--- src/rtl/rr_arb_spill_flushable_pkg.sv ---
// Shared types for the round-robin arbiter with a flushable spill register.
`timescale 1ns/1ps
package rr_arb_spill_flushable_pkg;

  typedef enum logic {
    RUN   = 1'b0,
    FLUSH = 1'b1
  } rr_spill_state_e;

  // Modulo-n step used by both the priority rotate and the pointer update.
  function automatic int unsigned rr_wrap_idx(int unsigned base, int unsigned off, int unsigned n);
    return (base + off) % n;
  endfunction

endpackage

--- src/rtl/spill_register_flushable.sv ---
// Two-entry spill register with synchronous clear and a flush that discards all entries.
`timescale 1ns/1ps
module spill_register_flushable #(
  parameter type T      = logic,
  parameter bit  Bypass = 1'b0
) (
  input  logic clk_i,
  input  logic rst_ni,
  input  logic clr_i,
  input  logic valid_i,
  input  logic flush_i,
  output logic ready_o,
  input  T     data_i,
  output logic valid_o,
  input  logic ready_i,
  output T     data_o
);

  if (Bypass) begin : gen_bypass
    assign valid_o = valid_i & ~flush_i;
    assign ready_o = ready_i;
    assign data_o  = data_i;
  end else begin : gen_spill
    logic a_full_q, a_full_d, b_full_q, b_full_d;
    T     a_data_q, a_data_d, b_data_q, b_data_d;
    logic a_fill, a_drain, b_fill, b_drain;

    // B only takes A's entry when downstream stalls, so B always holds the older beat.
    always_comb begin
      a_fill   = valid_i & ready_o & ~flush_i;
      a_drain  = (a_full_q & ~b_full_q) | flush_i;
      b_fill   = a_drain & ~ready_i & ~flush_i;
      b_drain  = (b_full_q & ready_i) | flush_i;
      a_full_d = a_full_q;
      a_data_d = a_data_q;
      b_full_d = b_full_q;
      b_data_d = b_data_q;
      if (a_fill | a_drain) a_full_d = a_fill;
      if (a_fill)           a_data_d = data_i;
      if (b_fill | b_drain) b_full_d = b_fill;
      if (b_fill)           b_data_d = a_data_q;
      if (clr_i) begin
        a_full_d = 1'b0;
        a_data_d = '0;
        b_full_d = 1'b0;
        b_data_d = '0;
      end
    end

    always_ff @(posedge clk_i or negedge rst_ni) begin
      if (!rst_ni) begin
        a_full_q <= 1'b0;
        a_data_q <= '0;
        b_full_q <= 1'b0;
        b_data_q <= '0;
      end else begin
        a_full_q <= a_full_d;
        a_data_q <= a_data_d;
        b_full_q <= b_full_d;
        b_data_q <= b_data_d;
      end
    end

    assign ready_o = ~a_full_q | ~b_full_q;
    assign valid_o = a_full_q | b_full_q;
    assign data_o  = b_full_q ? b_data_q : a_data_q;
  end

endmodule

--- src/rtl/rr_arb_spill_flushable.sv ---
// Round-robin arbiter feeding one flushable spill register, with a RUN/FLUSH sequencer.
`timescale 1ns/1ps
module rr_arb_spill_flushable
  import rr_arb_spill_flushable_pkg::*;
#(
  parameter int unsigned NumInp   = 4,
  parameter type         T        = logic,
  parameter int unsigned IdxWidth = $clog2(NumInp)
) (
  input  logic                clk_i,
  input  logic                rst_ni,
  input  logic                clr_i,
  input  logic [NumInp-1:0]   valid_i,
  output logic [NumInp-1:0]   ready_o,
  input  T     [NumInp-1:0]   data_i,
  input  logic                flush_req_i,
  output logic                flush_ack_o,
  output logic                valid_o,
  input  logic                ready_i,
  output T                    data_o,
  output logic [IdxWidth-1:0] idx_o
);

  typedef struct packed {
    T                    data;
    logic [IdxWidth-1:0] idx;
  } spill_t;

  rr_spill_state_e     state_q, state_d;
  logic [IdxWidth-1:0] ptr_q, ptr_d, winner;
  logic                flush_ack_q, flush_ack_d;
  logic                any_valid, arb_en;
  logic                spill_valid, spill_ready, spill_flush;
  int unsigned         cand;
  spill_t              spill_in, spill_out;

  always_comb begin : winner_search
    winner    = '0;
    any_valid = 1'b0;
    cand      = 0;
    for (int unsigned off = 0; off < NumInp; off++) begin
      cand = rr_wrap_idx(32'(ptr_q), off, NumInp);
      if (!any_valid && valid_i[cand[IdxWidth-1:0]]) begin
        any_valid = 1'b1;
        winner    = cand[IdxWidth-1:0];
      end
    end
  end

  always_comb begin : control
    state_d     = state_q;
    ptr_d       = ptr_q;
    flush_ack_d = 1'b0;
    // rst_ni gates ready so that asserting reset drops it without waiting for an edge.
    arb_en      = rst_ni & ~clr_i & (state_q == RUN) & ~flush_req_i;
    spill_valid = arb_en & any_valid;
    spill_flush = (state_q == FLUSH);
    ready_o     = '0;
    if (spill_valid) ready_o[winner] = spill_ready;
    case (state_q)
      RUN: begin
        if (flush_req_i) begin
          state_d     = FLUSH;
          flush_ack_d = 1'b1;
        end else if (spill_valid && spill_ready) begin
          ptr_d = IdxWidth'(rr_wrap_idx(32'(winner), 1, NumInp));
        end
      end
      FLUSH:   state_d = RUN;
      default: state_d = RUN;
    endcase
    if (clr_i) begin
      state_d     = RUN;
      ptr_d       = '0;
      flush_ack_d = 1'b0;
    end
  end

  always_ff @(posedge clk_i or negedge rst_ni) begin
    if (!rst_ni) begin
      state_q     <= RUN;
      ptr_q       <= '0;
      flush_ack_q <= 1'b0;
    end else begin
      state_q     <= state_d;
      ptr_q       <= ptr_d;
      flush_ack_q <= flush_ack_d;
    end
  end

  assign spill_in.data = data_i[winner];
  assign spill_in.idx  = winner;

  spill_register_flushable #(
    .T      (spill_t),
    .Bypass (1'b0)
  ) i_spill (
    .clk_i   (clk_i),
    .rst_ni  (rst_ni),
    .clr_i   (clr_i),
    .valid_i (spill_valid),
    .flush_i (spill_flush),
    .ready_o (spill_ready),
    .data_i  (spill_in),
    .valid_o (valid_o),
    .ready_i (ready_i),
    .data_o  (spill_out)
  );

  assign flush_ack_o = flush_ack_q;
  assign data_o      = spill_out.data;
  assign idx_o       = spill_out.idx;

  a_no_flush_with_valid: assert property (@(posedge clk_i) disable iff (!rst_ni)
    !(spill_flush && spill_valid));

endmodule

--- config.mk ---
export PLATFORM = sky130hd
export DESIGN_NAME = rr_arb_spill_flushable
export DESIGN_NICKNAME = d
export VERILOG_FILES = /design/src/rtl/rr_arb_spill_flushable_pkg.sv /design/src/rtl/spill_register_flushable.sv /design/src/rtl/rr_arb_spill_flushable.sv
export SDC_FILE = /design/constraint.sdc
export NUM_CORES = 1
export LEC_CHECK = 0
export BUFFER_PORTS_ARGS = -buffer_cell sky130_fd_sc_hd__clkbuf_2
export CORE_MARGIN = 1.5
export CORE_UTILIZATION = 34
export CTS_CLUSTER_DIAMETER = 40
export CTS_CLUSTER_SIZE = 12
export DETAILED_ROUTE_END_ITERATION = 7
export HOLD_SLACK_MARGIN = 0.08
export PLACE_DENSITY = 0.56
export SKIP_LAST_GASP = 1
export SYNTH_ARGS = -nofsm -noshare
export SYNTH_HDL_FRONTEND = slang
export SYNTH_HIERARCHICAL = 1
export SYNTH_SLANG_ARGS = --single-unit
--- constraint.sdc ---
create_clock -name clk_i -period 2.6 [get_ports clk_i]
set_input_delay 0.13 -clock clk_i [delete_from_list [all_inputs] [get_ports clk_i]]
set_output_delay 0.13 -clock clk_i [all_outputs]
set_load 0.02 [all_outputs]
Word level (Yosys, flattened, before mapping)
Cells that the tools add are included.
{"block": "classes", "muxes": 39, "magnitude_cmp": 6, "n_reduce_logical": 14, "n_eq_ne": 2, "add_sub_neg": 4, "bitwise_logic": 23}
{"cell": "$mux W1", "count": 18}
{"cell": "$mux W2", "count": 8}
{"cell": "$lt A2 B3 Y1 const B", "count": 5}
{"cell": "$mux W3", "count": 5}
{"cell": "$and A1 B1 Y1", "count": 10}
{"cell": "$bmux W1 S2", "count": 5}
{"cell": "$reduce_bool A2 Y1", "count": 5}
{"cell": "$not A1 Y1", "count": 6}
{"cell": "$or A1 B1 Y1", "count": 6}
{"cell": "$logic_and A1 B1 Y1", "count": 5}
{"cell": "$add A2 B1 Y2 const B", "count": 2}
{"cell": "$add A2 B2 Y2 const B", "count": 2}
{"cell": "$and A4 B4 Y4", "count": 1}
{"cell": "$mux W4", "count": 1}
{"cell": "$ne A2 B2 Y1 const B", "count": 2}
{"cell": "$logic_not A1 Y1", "count": 3}
{"cell": "$reduce_and A3 Y1", "count": 1}
{"cell": "$demux W1 S2", "count": 1}
{"cell": "$ge A2 B1 Y1 const B", "count": 1}
{"cell": "$pmux W1 S2", "count": 1}
{"block": "word_totals", "regBits": 12, "inputBits": 13, "out_inout_bits": 9, "elab_cells": 97}

Depth between registers and ports, before layout
Gate-level depths: netlist (run 1).
{"block": "depth", "word_depth": 18, "ltp_mapped": 7, "depth_no_buf": 7}

By module
The synthesis (run 1) kept the hierarchy.
{"mod": "spill_register_flushable", "instances": 1, "cells_each": 36, "area_per_inst_um2": 422.9, "seq_area_each_um2": 200.2}
{"mod": "rr_arb_spill_flushable", "instances": 1, "cells_each": 32, "area_per_inst_um2": 276.5, "seq_area_each_um2": 75.1}

Least setup slack after synthesis (run 1)
OpenSTA, ideal clock, no wires.
{"block": "synth_path", "path_type": "reg-to-output", "start": "register flush_ack_o (netlist name)", "end": "output port ready_o[0]", "required_ns": 2.470, "slack_ns": 0.950, "stages_incl_launch_ff": 4, "arrival_ns": 1.520, "cell_sequence": "dfrtp_1 -> nor4_2 -> nand2_1 -> nor3_1"}
{"item": "to (decl)", "line": "rr_arb_spill_flushable.sv:14", "text": "output logic [NumInp-1:0] ready_o,"}

Final worst setup path (run 1)
{"block": "layout_path", "start": "input port rst_ni", "end": "output port ready_o[0]"}
{"block": "layout_between", "elab_chain_cells": 5}
{"item": "from (decl)", "line": "rr_arb_spill_flushable.sv:11", "text": "input logic rst_ni,"}
{"item": "$and A1 B1 Y1 (3 in a row)", "line": "rr_arb_spill_flushable.sv:55", "text": "arb_en = rst_ni & ~clr_i & (state_q == RUN) & ~flush_req_i;"}
{"item": "$and A1 B1 Y1", "line": "rr_arb_spill_flushable.sv:56", "text": "spill_valid = arb_en & any_valid;"}
{"item": "via spill_valid", "line": "rr_arb_spill_flushable.sv:33", "text": "logic spill_valid, spill_ready, spill_flush;"}
{"item": "$mux W4", "line": "rr_arb_spill_flushable.sv:59", "text": "if (spill_valid) ready_o[winner] = spill_ready;"}
The timed path passes the listed nets, and every way through them passes these cells.

==> metrics, run 1 <==
status=completed; Synth Instances=68; num rows=16; Max-slew headroom=~70%; RSZ-0062 raised after global routing=no; DP HPWL=between 1 and 1.5 mm; htree depth=1; synthesized area=between 600 and 700 sq um; area post-placement=820 sq um; synthesis-to-layout area growth=23.8%; drt via density=4.82; Final Wtd Congestion=between 0.8 and 0.9; critical-path cell list=dlygate4sd3_1, clkbuf_2, nand2b_1, nor4_2, nand2_1, nor3_1, clkbuf_2; Achievable Freq=between 400 and 500 MHz; Synth Warn #=6; Syn Area/Cell=a little over 10 sq um; drt total wl=1.40 mm; largest area contributor in the netlist=dfrtp_1; syn nets=81; vias in the first global route=576; chip height=~48 microns; GRT Total Usage=between 10% and 20%; clock skew=just over 4 ps; die area=about 2300 sq um; Tightest Pin Transition=470 ps; count leader, synth=dfrtp_1; final setup margin=about 540 ps; number of port buffers=21; vias=roughly 570; Cell Pwr Density=~430 nW/um^2; total of max-cap violations=0; critical path class=in -> out; WL/cell=11.8 microns; CP max-delay cell=dlygate4sd3_1; minimum clock period=~2100 ps; family with the most delay on the worst path=buffers and inverters; worst slack, placed=just over 900 ps; initial antenna violation count=0; Starting Density=36.0%; Tot Pwr=about 0.37 mW; clk sink count=11; Slew Viols, Final=0; Post-DRT Antenna Nets=0; Post-synth EDFFs=0; Netlist cell types=25; # setup viols final=0; first-pass GRT wire length=between 2 and 2.5 mm; HP Class=in -> reg; CP max FO=12; Post-synth ARST share=100%; clk slew on worst S/H paths=around 70 ps; Most used DFF post-synth=dfrtp_1; maximum VDD drop=between 0.0002 and 0.00025 V; largest net degree at the start of global routing=16; clock tree buffer depth=2; Root Buffer=clkbuf_4; post-cts resize count=0; CP Launch Type=input port; Overflow after GRT=0; fin crit share=between 70% and 80%; CTS tree=built; final instance area=about 870 sq um; synth cell count leaders=11 x dfrtp_1, 10 x mux2i_1, 7 x nand2b_1; arrival time worst endpoint=~1900 ps; post-synthesis register bit count=11; most used cell, CP=clkbuf_2; Fillers=about 210; Required @ worst endpoint=2470 ps; die width=approximately 48 microns; leakage power=0.386 nW; setup TNS=0 ps; DRT iter0 DRCs=12; # diodes=0; I/O pin count=22; number of CTS-inserted buffers=3; fin cells=approximately 120; Worst-Skew Late Latency=between 200 and 300 ps; slowest stage delay, CP=between 500 and 600 ps; CP Buf/Inv Count=3; Final Hold Vio Count=0; Placed Instances=between 100 and 150; core region area=1940 sq um; sequential area share after synthesis=roughly two fifths; fin nets=about 110; first drt pass iteration count=4; Crit. End Element=output port; Synth area leaders=dfrtp_1 39%, mux2i_1 14%, nand2b_1 6.3%; Post-route DRC=0; share of layout cells above drive strength 1=between 30% and 40%; area share of the largest cell type after synthesis=39.4%
flip-flops by register name, summed over array words and instances, names as in the netlist:
| register | flops |
|---|---|
| flush_ack_o | 1 |
| i_spill/gen_spill.b_data_q | 3 |
| ptr_q | 2 |
| i_spill/gen_spill.a_data_q | 3 |
| i_spill/gen_spill.b_full_q | 1 |
| i_spill/gen_spill.a_full_q | 1 |
placed cells by master (no fill, tap or decap):
cell            n
inv_1           2
nor4_1          1
dlygate4sd3_1   2
and2_1          1
nand2b_1        7
and3b_1         1
nand2_1         3
clkbuf_1        1
nor4b_4         1
a211oi_4        1
nand3b_1        2
mux2i_1        10
nor3b_1         2
clkbuf_4        3
a2bb2oi_1       1
o21ai_1         1
a21oi_1         5
xnor2_1         1
nand3_1         1
nor2_1          5
or2_1           1
nor3_1          3
nor4b_1         1
dfrtp_1        11
clkbuf_2       21
nor4_2          1
mux2_2          3
final timing paths:
path                                                           start  slack, ps  cells after the start                                         to
max                                                           rst_ni        540                      7                                 ready_o[0]
min                                                      flush_req_i        110                      2                      flush_ack_o$_DFF_PN0_
max reg2reg                                     ptr_q[0]$_DFFE_PN0P_       1010                      7  i_spill/gen_spill.a_data_q[2]$_DFFE_PN0P_
min reg2reg                i_spill/gen_spill.b_data_q[0]$_DFFE_PN0P_        520                      2  i_spill/gen_spill.b_data_q[0]$_DFFE_PN0P_
max in group asynchronous                                     rst_ni       2070                      2                       ptr_q[0]$_DFFE_PN0P_
min in group asynchronous                                     rst_ni        290                      2  i_spill/gen_spill.b_data_q[1]$_DFFE_PN0P_
cell type report:
cell class	count	area, sq um	area share [%]
Tap cell	27	33.8	3.90
Clock buffer	4	26.3	3.03
Multi-Input combinational cell	52	398	46.0
Sequential cell	11	275	31.8
Timing Repair Buffer	23	125	14.5
Inverter	2	7.51	0.867
stage by stage:
stage / utilization (%) / hold slack, ps
after floorplan: - / -166
after global placement: 42.2 / 33.9
after detailed placement: 42.2 / 31.8
after CTS: 44.6 / 105
after global routing: 44.6 / 104
final: 44.6 / 109
what timing repair did:
item | 4_1_cts | 5_1_grt
hold buffers | 2 | 0
hold endpoints to repair | 12 | 0
buffers inserted | 0 | 0
metal layers:
layer / vias up / part of all wire [%] / track usage, %
met3: 2 / 4.4 / 2.78
li1: 289 / - / -
met1: 268 / 49 / 17.0
met2: 15 / 45 / 23.1
met5: - / 0 / 0
met4: 0 / 1.4 / 7.14
cell families (layout without fill, tap and decap cells):
logic type,Yosys count,after routing,synth area share (%)
and+or+nand+nor,30,30,28.1
muxes,13,13,19.1
DFF,11,11,39.4
AOI/OAI and AO/OA,8,8,8.41
buffers and inverters,5,29,3.76
xor gates and xnor gates,1,1,1.25
power by group:
part	internal, mW	switching [mW]	total (mW)
Combinational	0.0332	0.0401	0.0732
Sequential	0.175	0.00608	0.181
Clock	0.0594	0.0598	0.119
Total	0.268	0.106	0.374
Power figures use the tool's default switching activity.
==> inputs of run 2 (changes only) <==
PLACE_DENSITY = 0.58   (was 0.56)
clock period = 1.8 ns   (was 2.6 ns; I/O delays follow)
==> run 2 against run 1 <==
  * First-iteration DRC count grew 8.3%
  * Hold slack gained 110 ps
  * Core utilization grew 5.9 points
  * Die area is the same
  * Non-clock buffer count grew 7
  * Sequential cell count is the same
  * Clock-buffer cell count is the same
  * Register-to-register slack lost 840 ps
  * Critical path depth shrank 2
  * Wire length grew 13%
  * Critical path type is now reg -> out
  * Combinational power grew 89%
==> metrics, run 2 (synthesis results as in run 1) <==
Post-route DRC=0 (unchanged); first-pass GRT wire length=2.53 mm (was 2.50 mm); critical-path cell list=mux2i_2, a211oi_4, buf_4, nor3_2, buf_4 (was dlygate4sd3_1, clkbuf_2, nand2b_1, nor4_2, nand2_1, nor3_1, clkbuf_2); total of max-cap violations=0 (unchanged); commonest non-fill, non-tap cell in the layout=clkbuf_2 (unchanged); drt via density=4.99 (was 4.82); final instance area=980 sq um (was 866 sq um); DRT iter0 DRCs=13 (was 12); Root Buffer=clkbuf_4 (unchanged); number of CTS-inserted buffers=3 (unchanged); arrival time worst endpoint=1620 ps (was 1930 ps); routed metal-1 wire length=740 microns (was 681 microns); area post-placement=850 sq um (was 820 sq um); met2 wire len=743 microns (was 636 microns); Starting Density=36.0% (unchanged); setup TNS=0 ps (unchanged); vias in the first global route=583 (was 576); CP max-delay cell=dfrtp_2 (was dlygate4sd3_1); die area=2340 sq um (unchanged); Top Metal Used=met4 (unchanged); Fillers=195 (was 206); Tightest Pin Transition=484 ps (was 470 ps); Overflow after GRT=0 (unchanged); Slew Viols, Final=0 (unchanged); Max-slew headroom=67.4% (was 68.5%); Required @ worst endpoint=1710 ps (was 2470 ps); I/O pin count=22 (unchanged); DP HPWL=1.13 mm (was 1.03 mm); met3 wire len=91 microns (was 62 microns); # setup viols final=0 (unchanged); initial antenna violation count=0 (unchanged); WHS Endpoint=ptr_q[1]$_DFFE_PN0P_ (was flush_ack_o$_DFF_PN0_); reg2reg start=ptr_q[1]$_DFFE_PN0P_ (was ptr_q[0]$_DFFE_PN0P_); WL/cell=12.6 microns (was 11.8 microns); clock skew=7.46 ps (was 4.08 ps); commonest non-fill, non-tap cells in the layout=18 x clkbuf_2, 10 x dfrtp_1, 9 x mux2i_1 (was 21 x clkbuf_2, 11 x dfrtp_1, 10 x mux2i_1); minimum clock period=~1700 ps; maximum VDD drop=0.000403 V (was 0.000222 V); clock tree buffer depth=2 (unchanged); fin crit share=a little over nine tenths; Hold Path Origin=clr_i (was flush_req_i); hold path depth=4 (was 2); slowest stage delay, CP=440 ps (was 540 ps); CP Launch Type=register (was input port); critical path class=reg -> out (was in -> out); Achievable Freq=between 500 and 600 MHz; GRT Total Usage=13.5% (was 13.9%); HP Class=in -> reg (unchanged); htree depth=1 (unchanged); Final Hold Vio Count=0 (unchanged); Sequential Area=277 sq um (was 275 sq um); biggest registers after layout=i_spill/gen_spill.a_data_q (3), i_spill/gen_spill.b_data_q (3), ptr_q (2) (unchanged); die width=48.4 microns (unchanged); # diodes=0 (unchanged); number of port buffers=21 (unchanged); core region area=1940 sq um (unchanged); Cell Pwr Density=583 nW/um^2 (was 432 nW/um^2); chip height=48.4 microns (unchanged); Crit. End Element=output port (unchanged); largest net degree at the start of global routing=15 (was 16); vias=629 (was 574); Worst-Skew Late Latency=270 ps (about the same); clk slew on worst S/H paths=80 ps (was 70 ps); share of layout cells above drive strength 1=44.4% (was 32.6%); fin nets=113 (was 106); first drt pass iteration count=4 (unchanged); CP max FO=6 (was 12); Final Wtd Congestion=0.811 (was 0.805); synthesis-to-layout area growth=40.1% (was 23.8%); reg2reg setup slack=170 ps (was 1010 ps); Post-DRT Antenna Nets=0 (unchanged); CTS tree=built (unchanged); multi-input combinational cell area=443 sq um (was 398 sq um); status=completed (unchanged); num rows=16 (unchanged); drt total wl=1.59 mm (was 1.40 mm); clk sink count=11 (unchanged); RSZ-0062 raised after global routing=no (unchanged); reg-to-reg critical path endpoint=i_spill/gen_spill.a_data_q[2]$_DFFE_PN0P_ (unchanged); leakage power=0.439 nW (was 0.386 nW); most used cell, CP=buf_4 (was clkbuf_2); reg2reg path depth=8 (was 7)
[run 2: critical path, delay by kind of cell (launching register included)]
| kind | cells | cell delay, ps |
|---|---|---|
| muxes | 1 | 320 |
| DFF | 1 | 440 |
| AOI/OAI and AO/OA | 1 | 110 |
| buffers and inverters | 2 | 340 |
| and+or+nand+nor | 1 | 150 |
[run 2: per-layer routing]
metal	vias to the layer above	global-route usage (%)
met5	-	0
met4	0	5.71
met3	4	2.78
met2	20	21.3
met1	302	18.2
li1	303	-
[run 2: repair_timing]
| item | CTS | global route |
|---|---|---|
| gates cloned | 0 | 0 |
| endpoints found under the hold margin | 13 | 11 |
| setup endpoints to repair | 2 | 4 |
| setup buffers | 1 | 1 |
| gates resized for setup | 0 | 15 |
| pin swaps | 1 | 3 |
| hold buffers | 3 | 1 |
[run 2: power breakdown]
part | switching, mW | leakage (nW) | internal [mW]
logic | 0.0710 | 0.274 | 0.0674
registers | 0.00810 | 0.150 | 0.253
clock network | 0.0854 | 0.0150 | 0.0856
total | 0.165 | 0.439 | 0.406
[run 2: layout make-up]
| cell class | instances | share of cell area [%] |
|---|---|---|
| inverters | 2 | 0.766 |
| repair buffers | 30 | 19.7 |
| multi-input cells | 52 | 45.2 |
| well taps | 27 | 3.45 |
| clock buffers | 4 | 2.68 |
| flip-flops and latches | 11 | 28.2 |
[run 2: worst max path at each step]
| stage | cells past startpoint | slack (ps) | start | to |
|---|---|---|---|---|
| global placement | 6 | 230 | ptr_q[1]$_DFFE_PN0P_ | i_spill/gen_spill.a_data_q[2]$_DFFE_PN0P_ |
| finish | 5 | 90 | ptr_q[1]$_DFFE_PN0P_ | ready_o[0] |
| floorplan | 3 | 190 | flush_ack_o$_DFF_PN0_ | ready_o[0] |
| CTS | 6 | 10 | ptr_q[1]$_DFFE_PN0P_ | ready_o[0] |
| detailed placement | 6 | 190 | ptr_q[1]$_DFFE_PN0P_ | i_spill/gen_spill.a_data_q[2]$_DFFE_PN0P_ |
| global route | 6 | 10 | ptr_q[1]$_DFFE_PN0P_ | ready_o[1] |
[run 2: metrics by stage]
step	power, mW	hold WS [ps]	worst slack (ps)	utilization (%)	cells
final	0.571	219	85.9	50.5	126
after CTS	0.557	169	13.6	47.0	125
after global routing	0.599	251	13.3	50.5	126
after detailed placement	0.380	69.8	190	43.8	117
after global placement	0.379	68.2	231	43.8	117
after floorplan	0.333	-206	190	-	68
